===== config.mk =====
export PLATFORM = sky130hd
export DESIGN_NAME = mem_access_ctrl
export DESIGN_NICKNAME = d
export VERILOG_FILES = /design/src/rtl/mem_access_ctrl.sv
export SDC_FILE = /design/constraint.sdc
export NUM_CORES = 1
export LEC_CHECK = 0
export BUFFER_PORTS_ARGS = -buffer_cell sky130_fd_sc_hd__clkbuf_2
export CAP_MARGIN = 20
export CORE_MARGIN = 10
export CORE_UTILIZATION = 54
export CTS_CLUSTER_DIAMETER = 40
export CTS_CLUSTER_SIZE = 14
export DETAILED_ROUTE_END_ITERATION = 10
export PLACE_DENSITY = 0.86
export SLEW_MARGIN = 10
export SYNTH_ARGS = -nofsm -noshare
export SYNTH_HDL_FRONTEND = slang
export SYNTH_SLANG_ARGS = --single-unit
export TNS_END_PERCENT = 20

===== constraint.sdc =====
create_clock -name clk -period 2.6 [get_ports clk]
set_input_delay 0 -clock clk [delete_from_list [all_inputs] [get_ports clk]]
set_output_delay 0 -clock clk [all_outputs]
set_load 0.02 [all_outputs]

===== src/rtl/mem_access_ctrl.sv =====
// -----------------------------------------------------------------------------
// mem_access_ctrl
//
// MEM-stage data-memory sequencer. Watches the EX/MEM control/data fields,
// issues one request/response transaction per legal load or store, stalls the
// pipeline while it is outstanding and returns an aligned, extended load value.
//
// Parameters
//   TIMEOUT       1..255  cycles after REQ at which an unanswered access aborts
//
// Ports
//   clk, rst_n            pipeline clock, asynchronous active-low reset
//   memread_m/memwrite_m  load / store present in MEM (load wins if both set)
//   funct3_m              access size/sign (B, H, W, BU, HU)
//   alu_result_m          byte address
//   rs2_v_m               store data
//   dmem_req              one-cycle request pulse (registered)
//   dmem_we               1 = write (registered)
//   dmem_addr             word-aligned address (registered)
//   dmem_mask             byte enables (registered)
//   dmem_wdata            lane-shifted store data (registered)
//   dmem_resp/dmem_rdata  response strobe and raw read word
//   load_data_m           extended load result, held until the next load completes
//   stall_m               combinational freeze for all pipeline registers
//   misalign_err          one-cycle pulse, misaligned/undefined access dropped
//   timeout_err           one-cycle pulse, access aborted on timeout
// -----------------------------------------------------------------------------
module mem_access_ctrl #(
   parameter int unsigned TIMEOUT = 255
) (
   input  logic        clk,
   input  logic        rst_n,
   input  logic        memread_m,
   input  logic        memwrite_m,
   input  logic [2:0]  funct3_m,
   input  logic [31:0] alu_result_m,
   input  logic [31:0] rs2_v_m,
   output logic        dmem_req,
   output logic        dmem_we,
   output logic [31:0] dmem_addr,
   output logic [3:0]  dmem_mask,
   output logic [31:0] dmem_wdata,
   input  logic        dmem_resp,
   input  logic [31:0] dmem_rdata,
   output logic [31:0] load_data_m,
   output logic        stall_m,
   output logic        misalign_err,
   output logic        timeout_err
);

   typedef enum logic [1:0] {
      ST_IDLE = 2'd0,
      ST_REQ  = 2'd1,
      ST_WAIT = 2'd2,
      ST_DONE = 2'd3
   } state_t;

   // The counter counts completed WAIT cycles. The abort is taken in the WAIT
   // cycle whose increment brings the counter to TIMEOUT-1, so the registered
   // error pulse (and DONE) land exactly TIMEOUT cycles after REQ. TIMEOUT=1
   // still grants one WAIT cycle.
   localparam logic [7:0] WAIT_LAST = (TIMEOUT > 1) ? 8'(TIMEOUT - 2) : 8'd0;

   state_t      state_q, state_d;
   logic [7:0]  cnt_q, cnt_d;
   logic [2:0]  f3_q, f3_d;
   logic [1:0]  off_q, off_d;
   logic        req_q, req_d;
   logic        we_q, we_d;
   logic [31:0] addr_q, addr_d;
   logic [3:0]  mask_q, mask_d;
   logic [31:0] wdata_q, wdata_d;
   logic [31:0] load_q, load_d;
   logic        mis_q, mis_d;
   logic        to_q, to_d;

   // ---------------------------------------------------------------------------
   // Decode of the op currently presented by EX/MEM
   // ---------------------------------------------------------------------------
   logic        op;
   logic [1:0]  off;
   logic        f3_ok;
   logic        aligned;
   logic        legal;
   logic [3:0]  mask_calc;
   logic [31:0] wdata_calc;

   assign op  = memread_m | memwrite_m;
   assign off = alu_result_m[1:0];

   always_comb begin
      f3_ok     = 1'b0;
      aligned   = 1'b0;
      mask_calc = 4'b0000;
      case (funct3_m)
         3'b000, 3'b100: begin
            f3_ok     = 1'b1;
            aligned   = 1'b1;
            mask_calc = 4'b0001 << off;
         end
         3'b001, 3'b101: begin
            f3_ok     = 1'b1;
            aligned   = ~off[0];
            mask_calc = 4'b0011 << off;
         end
         3'b010: begin
            f3_ok     = 1'b1;
            aligned   = (off == 2'b00);
            mask_calc = 4'b1111;
         end
         default: begin
            f3_ok     = 1'b0;
            aligned   = 1'b0;
            mask_calc = 4'b0000;
         end
      endcase
   end

   assign legal      = op & f3_ok & aligned;
   assign wdata_calc = rs2_v_m << {off, 3'b000};

   // ---------------------------------------------------------------------------
   // Load extraction from the latched size/offset of the access in flight
   // ---------------------------------------------------------------------------
   logic [31:0] rd_shift;
   logic [31:0] load_ext;

   assign rd_shift = dmem_rdata >> {off_q, 3'b000};

   always_comb begin
      load_ext = dmem_rdata;
      case (f3_q)
         3'b000:  load_ext = {{24{rd_shift[7]}},  rd_shift[7:0]};
         3'b001:  load_ext = {{16{rd_shift[15]}}, rd_shift[15:0]};
         3'b100:  load_ext = {24'd0, rd_shift[7:0]};
         3'b101:  load_ext = {16'd0, rd_shift[15:0]};
         default: load_ext = dmem_rdata;
      endcase
   end

   // ---------------------------------------------------------------------------
   // FSM next-state and registered-output logic
   // ---------------------------------------------------------------------------
   always_comb begin
      state_d = state_q;
      cnt_d   = cnt_q;
      f3_d    = f3_q;
      off_d   = off_q;
      req_d   = 1'b0;
      we_d    = we_q;
      addr_d  = addr_q;
      mask_d  = mask_q;
      wdata_d = wdata_q;
      load_d  = load_q;
      mis_d   = 1'b0;
      to_d    = 1'b0;

      case (state_q)
         ST_IDLE: begin
            if (legal) begin
               f3_d    = funct3_m;
               off_d   = off;
               we_d    = ~memread_m;
               addr_d  = {alu_result_m[31:2], 2'b00};
               mask_d  = mask_calc;
               wdata_d = wdata_calc;
               req_d   = 1'b1;
               state_d = ST_REQ;
            end else if (op) begin
               mis_d = 1'b1;
            end
         end
         ST_REQ: begin
            cnt_d   = 8'd0;
            state_d = ST_WAIT;
         end
         ST_WAIT: begin
            if (dmem_resp) begin
               if (!we_q) begin
                  load_d = load_ext;
               end
               state_d = ST_DONE;
            end else begin
               cnt_d = cnt_q + 8'd1;
               if (cnt_q >= WAIT_LAST) begin
                  to_d    = 1'b1;
                  state_d = ST_DONE;
               end
            end
         end
         ST_DONE: begin
            state_d = ST_IDLE;
         end
         default: begin
            state_d = ST_IDLE;
         end
      endcase
   end

   always_ff @(posedge clk or negedge rst_n) begin
      if (!rst_n) begin
         state_q <= ST_IDLE;
         cnt_q   <= 8'd0;
         f3_q    <= 3'd0;
         off_q   <= 2'd0;
         req_q   <= 1'b0;
         we_q    <= 1'b0;
         addr_q  <= 32'd0;
         mask_q  <= 4'd0;
         wdata_q <= 32'd0;
         load_q  <= 32'd0;
         mis_q   <= 1'b0;
         to_q    <= 1'b0;
      end else begin
         state_q <= state_d;
         cnt_q   <= cnt_d;
         f3_q    <= f3_d;
         off_q   <= off_d;
         req_q   <= req_d;
         we_q    <= we_d;
         addr_q  <= addr_d;
         mask_q  <= mask_d;
         wdata_q <= wdata_d;
         load_q  <= load_d;
         mis_q   <= mis_d;
         to_q    <= to_d;
      end
   end

   // Stall must rise in the same cycle the op appears, so it is decoded
   // combinationally; DONE is the single cycle that lets the instruction move.
   assign stall_m = ((state_q == ST_IDLE) && legal) ||
                    (state_q == ST_REQ) || (state_q == ST_WAIT);

   assign dmem_req     = req_q;
   assign dmem_we      = we_q;
   assign dmem_addr    = addr_q;
   assign dmem_mask    = mask_q;
   assign dmem_wdata   = wdata_q;
   assign load_data_m  = load_q;
   assign misalign_err = mis_q;
   assign timeout_err  = to_q;

endmodule


# Word level (Yosys, flattened, before mapping)
# Index checks and enable logic that the tools add are counted.
# totals
out_inout_bits,105
reg_bits,117
# op_classes
bitwise_logic,6
add_sub_neg,1
eq_ne,13
reduce_logical,15
order_cmp,1
shift,4
n_mux,18
# op_table
operator,count
$pmux W32 S4,1
$shl A32 B5 Y32,1
$shr A32 B5 Y16,1
$pmux W8 S2,1
$eq A3 B3 Y1 const B,4
$pmux W4 S3,1
$mux W1,9
$add A8 B1 Y8 const B,1
$ge A8 B8 Y1 const B,1
$mux W8,1
$pmux W2 S4,1
$eq A3 B1 Y1 const B,2
$logic_not A3 Y1,2
$mux W2,3
$reduce_and A2 Y1,3
$reduce_or A5 Y1,1
$eq A2 B2 Y1 const B,2
$logic_not A2 Y1,2
$ne A2 B2 Y1 const B,2
$reduce_or A2 Y1,2
$shl A1 B2 Y4 const A,1
$shl A2 B2 Y4 const A,1
$eq A3 B2 Y1 const B,1
$ne A3 B3 Y1 const B,1
9 further kinds,13

# Longest topological paths before layout
# depth
ltp_word,8
ltp_mapped,8
ltp_nobuf,6

# Worst setup path after synthesis
# OpenSTA, ideal clock, no wires.
# synth_timing
path_kind,reg2reg
startpoint,register state_q[0]
endpoint,"register wdata_q[24], in the netlist dmem_wdata[24]"
required_time_ns,2.475
setup_ns,0.125
stages_incl_launch_ff,8
path_slack_ns,0.892
t_arrival_ns,1.583
path_buffers,1
synth_period_minus_slack_ns,1.708
cell_sequence,dfrtp_1 > inv_1 > ha_1 > o21ai_0 > nand3b_2 > buf_4 > inv_2 > mux2_2
# synth_between
elab_chain_cells,2
# synth_rtl
element,line_no,text
"start, declared",64,"state_t state_q, state_d;"
"start signal, assigned",215,state_q <= state_d;
$logic_not A2 Y1,158,case (state_q)
$reduce_and A2 Y1 (no line),--,
"end signal, assigned",223,wdata_q <= wdata_d;
"end, declared",72,"logic [31:0] wdata_q, wdata_d;"
# No other way between the ends.
# A chain may end at the register's enable or synchronous reset.

# Final worst setup path
# layout_timing
startpoint,register off_q[0]
endpoint,"register load_q[0], in the netlist load_data_m[0]"
# layout_between
elab_chain_cells,2
# layout_rtl
element,line_no,text
"start, declared",67,"logic [1:0] off_q, off_d;"
"start signal, assigned",205,off_q <= 2'd0;
"start signal, assigned",218,off_q <= off_d;
$shr A32 B5 Y16,128,"assign rd_shift = dmem_rdata >> {off_q, 3'b000};"
$pmux W32 S4,132,case (f3_q)
"end signal, assigned",224,load_q <= load_d;
"end, declared",73,"logic [31:0] load_q, load_d;"
# No other way between the ends.

==> impl_metrics.json <==
{
  "timing.final.crit_share_pct": 96.7,
  "ys.flop_type": "dfrtp_1",
  "worst-setup-path-type": "reg -> reg",
  "worst_hold_slack_ps": 82.2,
  "tritoncts": "built",
  "synth_sequential_area_ratio_pct": 51.2,
  "dieArea_sq_um": 15100,
  "timing.max_slew.rel_slack_pct": 50.7,
  "final_antenna_net_count": 0,
  "worst_pin_slew_ps": 739,
  "clock_tree_sinks": 117,
  "drtIter0Drc": 702,
  "grt.total_usage_pct": 29.1,
  "cellPowerDensity_nw_per_um2": 1240,
  "timing.critical_path.slowest_cell_delay_ps": 810,
  "tns_ps": 0,
  "r2r-start": "off_q[0]",
  "finish.utilization_pct": 82.3,
  "antenna_found_initial": 0,
  "worstPathCellList": "nand2b_1, a2bb2oi_1, o22ai_1, dlygate4sd3_1, o21ai_0",
  "timing.final.hold_violations": 0,
  "worstPathArrival_ps": 2930,
  "run_status": "finished clean",
  "postCtsSetupRepairBufs": 0,
  "total_leakage_power_nw": 4.16,
  "dieWidth_microns": 123,
  "finClkSkew_ps": 14.1,
  "cts.hold.buffers_added": 103,
  "reg2reg_depth": 5,
  "mappedNetlistArea_sq_um": 5710,
  "cts.clk_slew.worst_paths_ps": 60,
  "antennaDiodeCount": 0,
  "share_of_post_route_cells_with_drive_strength_above_1_pct": 35.1,
  "total_power_mw": 10.5,
  "finalNetCount": 951,
  "cts-root-to-sink-buffers": 2,
  "critical_path.startpoint_type": "register",
  "synth.yosys.warnings": 0,
  "place.port_buffers": 206,
  "worst_slack_placed_ps": 385,
  "vertical_die_dimension_microns": 123,
  "rsz0062_at_grt": "no",
  "grt_remaining_overflow": 0,
  "critPathCaptureType": "register",
  "grt_first_pass_wirelength_microns": 34300,
  "cell_rows": 37,
  "synthDominantCellAreaShare_pct": 51.2,
  "cp_top_family": "flip-flops",
  "clock_buffers_created_by_tritoncts": 17,
  "hold_start": "rs2_v_m[27]",
  "core_region_area_sq_um": 10300,
  "first_global_vias": 6132,
  "worst-endpoint-required_ps": 3010,
  "layout_min_cycle_time_ps": 2510,
  "timing.hold.worst.class": "in -> reg",
  "io_pins": 209,
  "post-route-worst-setup-slack_ps": 86.2,
  "hold-path-cell-count": 5,
  "cp_max_fo": 21,
  "netlist.top_cell.by_area": "dfrtp_1",
  "syn_area_per_cell_sq_um": 10.5,
  "routed_wire_length_per_instance_microns": 22.0,
  "crit-reg2reg-capture": "load_data_m[0]",
  "dpl.hpwl_microns": 12700,
  "avgViaCountPerCell": 5.93,
  "count_of_state_elements_after_synthesis": 117,
  "slew_violations": 0,
  "cp.buffers_inverters": 1,
  "routed_wirelength_microns": 21800,
  "clock_insertion_delay_worst_skew_ps": 520,
  "maxClockFrequency_mhz": 398,
  "ctsHtreeMaxLevel": 4,
  "min_delay_worst_endpoint": "dmem_wdata[27]",
  "synthesis.instances": 543,
  "grt_max_degree": 62,
  "max_cap_violations": 0,
  "setup_viol": 0,
  "globalplace.congestion": 0.870,
  "layout-area-overhead-vs-synth_pct": 48.7,
  "r2r_setup_slk_ps": 90,
  "root_buffer": "clkbuf_8",
  "detail_route.first_pass.iterations": 7,
  "yosys.cell_types.count": 51,
  "num_vias": 5868,
  "crit_path_top_delay_cell": "dfrtp_1",
  "worst_ir_drop_vdd_mv": 0.723,
  "ys_async_sr_fraction_pct": 100,
  "count_of_cells_resized_by_post_cts_repair": 0,
  "drcViolationCount": 0,
  "synth_enable_flop_cells": 0,
  "initial_core_utilization_pct": 55.4,
  "netlist_top_cells_area": "dfrtp_1 (51%), mux2_2 (6.7%), a21oi_1 (5.4%), mux2i_1 (4.6%), nand2_1 (4.0%)"
}
## final cells by class
type | count | area, sq um
flip-flops and latches | 117 | 2930
multi-input cells | 373 | 2530
fillers | 496 | 1830
clock inverters | 11 | 196
repair buffers | 319 | 2160
inverters | 13 | 48.8
clock buffers | 21 | 459
well taps | 136 | 170
## report_power, final
| part | switching, mW | internal (mW) |
|---|---|---|
| Sequential | 0.726 | 2.66 |
| Clock | 0.866 | 1.73 |
| Combinational | 2.76 | 1.75 |
| Total | 4.35 | 6.15 |
## flip-flops by register name, summed over array words and instances (netlist names)
name          cells
dmem_wdata       32
load_data_m      32
dmem_addr        30
cnt_q             8
dmem_mask         4
f3_q              3
off_q             2
state_q           2
dmem_req          1
dmem_we           1
misalign_err      1
timeout_err       1
## worst register-to-register path: cells and delay by family, from the launching register on
family	cells	cell delay, ps
flops	1	810
simple gates	1	420
compound gates	3	620
buf+inv	1	560
## how the worst max path moves through the flow
stage,end,startpoint,cells past startpoint
floorplan,dmem_wdata[24],state_q[0],7
CTS,load_data_m[24],state_q[0],5
finish,load_data_m[0],off_q[0],5
global route,load_data_m[29],state_q[0],5
detailed placement,load_data_m[24],state_q[0],5
global placement,load_data_m[29],state_q[0],5
## metrics by stage
step | cells | area, sq um
2_1_floorplan | 544 | 5720
3_3_place_gp | 855 | 6810
3_5_place_dp | 855 | 6810
4_1_cts | 990 | 8500
5_1_grt | 990 | 8500
6_report | 990 | 8500
## cell usage after synthesis (2+ instances only)
cell,n
a211oi_1,8
nor2_1,36
a21oi_1,62
nor4_1,2
o22ai_1,23
mux2i_1,26
mux2_2,34
mux2_4,10
buf_2,13
buf_6,4
nor2b_1,13
inv_1,12
buf_1,4
nand2b_1,4
o2bb2ai_1,7
nand2_1,61
nor3_1,2
dfrtp_1,117
o21ai_0,33
a2bb2oi_1,7
ha_1,6
buf_4,5
o31ai_1,9
nand3_1,5
clkbuf_1,14
## cell usage in the layout (no fill, tap or decap), types with 2 or more instances in the layout
master and count:
a211oi_1 8, a21oi_1 62, a2bb2oi_1 7, buf_12 2, buf_4 9, bufinv_16 5, clkbuf_16 16, clkbuf_2 205
clkbuf_8 4, clkinvlp_4 5, conb_1 2, dfrtp_1 117, dlygate4sd3_1 103, ha_1 6, inv_1 12, mux2_2 34
mux2_4 10, mux2i_1 26, nand2_1 61, nand2b_1 4, nand3_1 5, nand3b_4 2, nor2_1 36, nor2b_1 13
nor3_1 2, nor4_1 2, o21ai_0 33, o22ai_1 23, o2bb2ai_1 7, o31ai_1 9
## cells by family after synthesis
family	after synthesis	synth area share, %
compound gates	160	17.3
xor+xnor	2	0.307
fa+ha+maj	6	1.31
buf+inv	54	4.71
flops	117	51.2
mux	73	14.9
other cells	1	0.0656
simple gates	130	10.2
## layer usage
layer	global-route usage, %	wire, microns	share of wire (%)	vias to the layer above
met2	48.6	10600	48	462
met3	11.7	2720	12	93
li1	-	-	-	2521
met1	32.5	7660	35	2792
met4	11.9	864	4.0	0
met5	0	0	0	-
No activity file was read; power rests on OpenSTA's default activity.
